## src/rtl/hazard_ctrl_unit.sv

```systemverilog
// Hazard detection and pipeline control: load-use stall, branch flush
// with optional redirect delay, memory-wait freeze, and debug counters.
//
// Ports:
//   clk, rst_n       : clock, async active-low reset
//   IF_ID_readREG1/2 : source registers of the ID instruction
//   IF_ID_use1/2     : ID instruction actually reads readREG1/2
//   ID_EX_memread    : EX instruction is a load
//   ID_EX_writeREG   : destination register of the EX instruction
//   branch_taken     : EX-stage branch/jump resolved taken (pulse)
//   mem_wait         : memory not ready, freeze the pipeline
//   PCwrite          : PC register enable
//   IF_ID_write      : IF/ID register enable
//   IF_ID_flush      : IF/ID clear to NOP
//   ID_EX_bubble     : zero the ID/EX control fields
//   EX_MEM_write     : EX/MEM and MEM/WB register enable
//   stall_cnt        : saturating count of load-use stall cycles
//   flush_cnt        : saturating count of branch flush events
//   busy             : state is not RUN
module hazard_ctrl_unit #(
    parameter int REG_W    = 3,
    parameter int CNT_W    = 16,
    parameter int BR_DELAY = 0
) (
    input  logic             clk,
    input  logic             rst_n,
    input  logic [REG_W-1:0] IF_ID_readREG1,
    input  logic [REG_W-1:0] IF_ID_readREG2,
    input  logic             IF_ID_use1,
    input  logic             IF_ID_use2,
    input  logic             ID_EX_memread,
    input  logic [REG_W-1:0] ID_EX_writeREG,
    input  logic             branch_taken,
    input  logic             mem_wait,
    output logic             PCwrite,
    output logic             IF_ID_write,
    output logic             IF_ID_flush,
    output logic             ID_EX_bubble,
    output logic             EX_MEM_write,
    output logic [CNT_W-1:0] stall_cnt,
    output logic [CNT_W-1:0] flush_cnt,
    output logic             busy
);

    typedef enum logic [1:0] {
        RUN   = 2'd0,
        BRDLY = 2'd1,
        MWAIT = 2'd2
    } state_t;

    state_t     state;
    state_t     state_nxt;
    logic [1:0] dly_q;
    logic [1:0] dly_nxt;
    logic       lu;
    logic       inc_stall;
    logic       inc_flush;

    // x0 is hardwired zero, so a load targeting it is never a hazard.
    assign lu = ID_EX_memread
             && (ID_EX_writeREG != '0)
             && ((IF_ID_use1 && (IF_ID_readREG1 == ID_EX_writeREG))
              || (IF_ID_use2 && (IF_ID_readREG2 == ID_EX_writeREG)));

    assign busy = (state != RUN);

    always_comb begin
        PCwrite      = 1'b1;
        IF_ID_write  = 1'b1;
        EX_MEM_write = 1'b1;
        IF_ID_flush  = 1'b0;
        ID_EX_bubble = 1'b0;
        state_nxt    = state;
        dly_nxt      = dly_q;
        inc_stall    = 1'b0;
        inc_flush    = 1'b0;
        // In reset the outputs stay at their no-hazard values even if
        // the inputs are asserted.
        if (rst_n) begin
            unique case (1'b1)
                (state == BRDLY): begin
                    if (mem_wait) begin
                        PCwrite      = 1'b0;
                        IF_ID_write  = 1'b0;
                        EX_MEM_write = 1'b0;
                    end else begin
                        IF_ID_flush = 1'b1;
                        dly_nxt     = dly_q - 2'd1;
                        if (dly_q <= 2'd1) begin
                            state_nxt = RUN;
                        end
                    end
                end
                (state == MWAIT && mem_wait): begin
                    PCwrite      = 1'b0;
                    IF_ID_write  = 1'b0;
                    EX_MEM_write = 1'b0;
                end
                default: begin
                    // RUN, or the release cycle out of MWAIT, which is
                    // evaluated exactly like RUN.
                    state_nxt = RUN;
                    priority case (1'b1)
                        mem_wait: begin
                            PCwrite      = 1'b0;
                            IF_ID_write  = 1'b0;
                            EX_MEM_write = 1'b0;
                            state_nxt    = MWAIT;
                        end
                        branch_taken: begin
                            IF_ID_flush  = 1'b1;
                            ID_EX_bubble = 1'b1;
                            inc_flush    = 1'b1;
                            if (BR_DELAY > 0) begin
                                dly_nxt   = 2'(BR_DELAY);
                                state_nxt = BRDLY;
                            end
                        end
                        lu: begin
                            PCwrite      = 1'b0;
                            IF_ID_write  = 1'b0;
                            ID_EX_bubble = 1'b1;
                            inc_stall    = 1'b1;
                        end
                        default: begin
                        end
                    endcase
                end
            endcase
        end
    end

    always_ff @(posedge clk or negedge rst_n) begin
        if (!rst_n) begin
            state     <= RUN;
            dly_q     <= 2'd0;
            stall_cnt <= '0;
            flush_cnt <= '0;
        end else begin
            state <= state_nxt;
            dly_q <= dly_nxt;
            if (inc_stall && (stall_cnt != '1)) begin
                stall_cnt <= stall_cnt + 1'b1;
            end
            if (inc_flush && (flush_cnt != '1)) begin
                flush_cnt <= flush_cnt + 1'b1;
            end
        end
    end

endmodule

```

## config.mk

```make
export PLATFORM = sky130hd
export DESIGN_NAME = hazard_ctrl_unit
export DESIGN_NICKNAME = d
export VERILOG_FILES = /design/src/rtl/hazard_ctrl_unit.sv
export SDC_FILE = /design/constraint.sdc
export NUM_CORES = 1
export LEC_CHECK = 0
export CORE_UTILIZATION = 46
export CTS_CLUSTER_SIZE = 25
export DETAILED_ROUTE_END_ITERATION = 16
export PLACE_DENSITY = 0.8
export SLEW_MARGIN = 20
export SYNTH_ARGS = -nofsm -noshare
export SYNTH_HDL_FRONTEND = slang
export SYNTH_SLANG_ARGS = --single-unit
export TNS_END_PERCENT = 1
```

## constraint.sdc

```tcl
create_clock -name clk -period 2.25 [get_ports clk]
set_input_delay 0.45 -clock clk [delete_from_list [all_inputs] [get_ports clk]]
set_output_delay 0.45 -clock clk [all_outputs]
set_load 0.01 [all_outputs]
```

## Yosys cells after proc, flatten, opt, wreduce, memory -nomap -nowiden

Index checks and enable logic that the tools add are counted.

| storage, ports and cells | value |
|---|---|
| register bits after elaboration | 36 |
| output and inout bits | 38 |
| word-level logic and storage cells | 58 |

| cells by class | value |
|---|---|
| add/sub/neg operators | 3 |
| order comparisons | 1 |
| equal/unequal tests | 8 |
| muxes and demuxes | 27 |
| bitwise gates (word level) | 2 |
| reductions and logical operators | 13 |

Operators with widths:

| operator | count |
|---|---|
| $add A16 B1 Y16 const B | 2 |
| $ne A16 B16 Y1 const B | 2 |
| $mux W1 | 21 |
| $logic_and A1 B1 Y1 | 7 |
| $eq A3 B3 Y1 | 2 |
| $mux W2 | 3 |
| $pmux W1 S2 | 2 |
| $pmux W2 S2 | 1 |
| $reduce_and A4 Y1 | 1 |
| $reduce_and A3 Y1 | 1 |
| $reduce_bool A3 Y1 | 1 |
| $eq A2 B1 Y1 const B | 1 |
| $eq A2 B2 Y1 const B | 1 |
| $le A2 B1 Y1 const B | 1 |
| $ne A2 B1 Y1 const B | 1 |
| $ne A2 B2 Y1 const B | 1 |
| $not A1 Y1 | 2 |
| $reduce_bool A2 Y1 | 1 |
| $reduce_or A2 Y1 | 1 |
| $sub A2 B1 Y2 const B | 1 |
| $logic_or A1 B1 Y1 | 1 |

## Depth between registers and ports, before layout

| depth | value |
|---|---|
| depth after elaboration | 10 |
| depth in mapped cells | 7 |

## Worst setup path before layout

No wires, ideal clock.

| path | value |
|---|---|
| path kind | register to register |
| start | reg stall_cnt[0] |
| end | reg stall_cnt[1] |
| library setup time | 0.125 ns |
| data arrival time | 1.763 ns |
| data required time | 2.125 ns |
| slack | 0.363 ns |
| stages on the path, launching flop included | 8 |
| clock period less this slack | 1.887 ns |
| path through | dfrtp_1 ha_1 and4_1 and3_1 buf_2 nand3_2 nand2_1 mux2_2 |

| between the ends | value |
|---|---|
| word-level cells in the longest chain between the ends | 2 |

RTL lines:

| item | RTL line | text |
|---|---|---|
| start, declared | 40 | `output logic [CNT_W-1:0] stall_cnt,` |
| start signal, assigned | 143 | `stall_cnt <= stall_cnt + 1'b1;` |
| branches (longest 2 deep; another with $add A16 B1 Y16) | - |  |

Parallel ways; which one is timed is not known.
A chain may end at the register's enable or synchronous reset.

## Worst setup path after layout

| path | value |
|---|---|
| start | in IF_ID_readREG2[2] |
| end | out PCwrite |

| between the ends | value |
|---|---|
| word-level cells in the longest chain between the ends | 9 |

RTL lines:

| item | RTL line | text |
|---|---|---|
| start, declared | 28 | `input logic [REG_W-1:0] IF_ID_readREG2,` |
| $eq A3 B3 Y1 | 63 | `\|\| (IF_ID_use2 && (IF_ID_readREG2 == ID_EX_writeREG)));` |
| $logic_and A1 B1 Y1 | 63 |  |
| $logic_or A1 B1 Y1 | 63 |  |
| $logic_and A1 B1 Y1 | 62 | `&& ((IF_ID_use1 && (IF_ID_readREG1 == ID_EX_writeREG))` |
| $mux W1 (3 in series) | 103 | `priority case (1'b1)` |
| $pmux W1 S2 | 80 | `unique case (1'b1)` |
| $mux W1 | 79 | `if (rst_n) begin` |
| end, declared | 35 | `output logic PCwrite,` |

Every way passes these cells.

==> qor.yml <==
die:
  die_area_sq_um: 3879
  start_util: 0.4894
  core_sq_um: 3416
  die_y_microns: 62.28
  io_pins: 54
  row_count: 21
  die_x_microns: 62.28
placed_design:
  dp.cells: 253
  hpwlAfterDp_mm: 2.626
  port-buffer-count: 53
  gp_congestion: 0.7774
  placed_area_sq_um: 2295
synth:
  yosys.area_share.adder: 0.01497
  seq_area_frac_synth: 0.4940
  syn_inst: 152
  yosys_register_bits: 33
  synth_area_leader_cell: "dfrtp_1"
  netlist_top_cells_count: "33 x dfrtp_1, 30 x xnor2_1, 15 x nand4_1"
  ys_warn_count: 0
  async_reset_ff_frac: 1.000
  synth_simple_gate_area_share: 0.2171
  synth_edf_count: 0
  synth_top_family_by_area: "simple AND/OR/NAND/NOR gates"
  netlist_area_sq_um: 1672
  syn-mean-instance-area_sq_um: 11.00
  ys.flop_type: "dfrtp_1"
  yosys.area_share.xor_xnor: 0.1781
  synth_nets: 170
  yosys.area.top_type_share: 0.4940
  synth_compound_gate_area_share: 0.05988
  synthTopCellsByArea: "dfrtp_1 49%, xnor2_1 16%, nand4_1 5.6%"
  yosysMostFrequentCell: "dfrtp_1"
  synthMuxAreaShare: 0.01572
  synthDistinctLibCells: 33
pwr:
  switching_share: 0.2804
  p_comb_frac: 0.224
  seqPwrFrac: 0.507
  p_int_w: 0.001015
  switchingPower_w: 0.0003953
  cellPowerDensity_nw_per_um2: 596.2
  clkPwrFrac: 0.269
  ir_worst_vdd_uv: 566.1
  p_leak_nw: 0.9870
sta:
  tightest_slew_ns: 0.5189
  fin_skew_ns: 0.005488
  fmax_ghz: 0.4528
  drv_slew: 0
  period_share: 0.9815
  hold_viol: 0
  setup_viol_count_final: 0
  min_period_ns: 2.208
  max-slew-margin-rel: 0.6504
  tns_ns: 0
clock_tree:
  cts_tree: "yes"
  h-tree-depth: 2
  clk_pin_slew_ns: 0.10
  ctsLongestPathBuffers: 2
  clkLatencyLatePin_ns: 0.33
  cts_hold_buf: 0
  cts_buffers: 5
  cts_sinks: 33
  cts_root_buf: "clkbuf_4"
worst_hold_path:
  hp-class: "reg -> reg"
layout:
  fillCellCount: 259
  fin_cells: 263
  insertedDiodeCount: 0
  drive_gt1_frac: 0.1244
  utilization: 0.6923
  fin_area_sq_um: 2365
  area_growth_pct: 41.47
  nets: 234
critical_path:
  worstPathCellList: "clkdlybuf4s50_1 -> xnor2_1 -> nand4_1 -> a21oi_2 -> nor2b_1 -> o21ai_1 -> buf_2"
  cp.required_ns: 1.80
  worst-path-max-fanout: 2
  start_kind: "primary input"
  path_class: "in -> out"
  cp_slowest_cell: "clkdlybuf4s50_1"
  critPathMaxStageDelay_ns: 0.48
  crit_arrival_ns: 1.76
  endpoint_kind: "output pin"
job:
  cap_violations: 0
global_routing:
  grt.overflow.total: 0
  grt_use_total: 0.2000
  antenna_found_initial: 0
  grt_pass1_vias: 1363
  grt_max_degree: 35
  grt_pass1_wl_mm: 6.085
routing:
  vias: 1405
  drcViolationCount: 0
  dr.pass1.iters: 6
  wl_met3_microns: 160
  avgViaCountPerCell: 5.342
  wirelength_mm: 3.624
  drt_iter0_markers: 73
  routedWlPerCell_microns: 13.78
  met1_length_mm: 1.637
  ant_nets: 0
  topRoutingLayerUsed: "met4"
  met2WireLength_mm: 1.774
status:
  status: "complete, no violations"
## critical path, delay by kind of cell
family	cells	cell delay (ns)
buffers and inverters	2	0.62
AOI/OAI and AO/OA	2	0.26
xor gates and xnor gates	1	0.13
and+or+nand+nor	2	0.30
## layout by cell type, fill, tap and decap left out, types with 2 or more instances in the layout
cell | synthesis | routed
clkbuf_4 | 0 | 5
ha_1 | 2 | 2
dfrtp_1 | 33 | 33
xnor2_1 | 30 | 30
nor2_1 | 7 | 7
buf_2 | 3 | 2
nand4_1 | 15 | 15
clkdlybuf4s50_1 | 0 | 47
a21oi_2 | 2 | 3
nand3_1 | 10 | 10
buf_4 | 2 | 8
dlygate4sd2_1 | 0 | 3
and4_1 | 4 | 4
and3_1 | 9 | 9
nand2_1 | 8 | 8
o21ai_0 | 3 | 2
clkbuf_8 | 0 | 2
xor2_1 | 4 | 4
## path summary, 6_finish.rpt
path	from	to	slack [ns]	cells after the start
setup reg to reg	stall_cnt[0]	stall_cnt[1]	0.35	6
min in group asynchronous	rst_n	stall_cnt[15]	0.70	3
max in group asynchronous	rst_n	flush_cnt[11]	1.25	3
hold / removal	flush_cnt[15]	flush_cnt[15]	0.50	1
hold reg to reg	flush_cnt[15]	flush_cnt[15]	0.50	1
setup / recovery	IF_ID_readREG2[2]	PCwrite	0.04	7
## stage by stage
| stage | worst slack [ns] | total power [W] | hold slack [ns] |
|---|---|---|---|
| 2_1_floorplan | 0.3627 | 0.0008498 | 0.1544 |
| 3_3_place_gp | -0.3889 | 0.001033 | 0.4752 |
| 3_5_place_dp | -0.4257 | 0.001042 | 0.4858 |
| 4_1_cts | 0.0008583 | 0.001421 | 0.5094 |
| 5_1_grt | -0.03516 | 0.001487 | 0.5273 |
| 6_report | 0.04163 | 0.001410 | 0.5039 |
## state kept, by name, summed over array words and instances, names as in the netlist
| register | flops |
|---|---|
| flush_cnt | 16 |
| stall_cnt | 16 |
| state | 1 |
## layer usage
| layer | up-vias | track usage |
|---|---|---|
| li1 | 673 | - |
| met1 | 673 | 0.2545 |
| met2 | 53 | 0.3324 |
| met3 | 6 | 0.04779 |
| met4 | 0 | 0.06977 |
| met5 | - | 0 |
## layout make-up
cell class | count | area, sq um | share of cell area
sequential | 33 | 825.8 | 0.3492
multi-input combinational | 113 | 815.8 | 0.3450
timing repair buffer | 62 | 591.8 | 0.2503
clock buffer | 7 | 65.06 | 0.02751
tap | 46 | 57.56 | 0.02434
clock inverter | 1 | 5.005 | 0.002116
inverter | 1 | 3.754 | 0.001587
## kinds of logic (layout without fill, tap and decap cells)
| kind of cell | Yosys count | in the layout |
|---|---|---|
| adders and majority gates | 2 | 2 |
| muxes | 2 | 2 |
| DFF | 33 | 33 |
| buffers and inverters | 6 | 71 |
| and+or+nand+nor | 63 | 63 |
| xor gates and xnor gates | 34 | 34 |
| AOI/OAI and AO/OA | 12 | 12 |
## repair_timing
action	in CTS	in global routing
endpoints found under the setup margin	3	3
gates resized for setup	12	4
pin swaps	1	3
endpoints found under the hold margin	0	0
buffers inserted	0	2
## power groups by stage
stage,sequential (W),clock [W],combinational (W)
after floorplan,0.000738,0,0.000112
after global placement,0.000723,0,0.000311
after detailed placement,0.000723,0,0.000318
after CTS,0.000714,0.000389,0.000318
after global routing,0.000725,0.000416,0.000346
final,0.000714,0.000380,0.000316
Note: power is estimated with default switching activity, not from simulation.
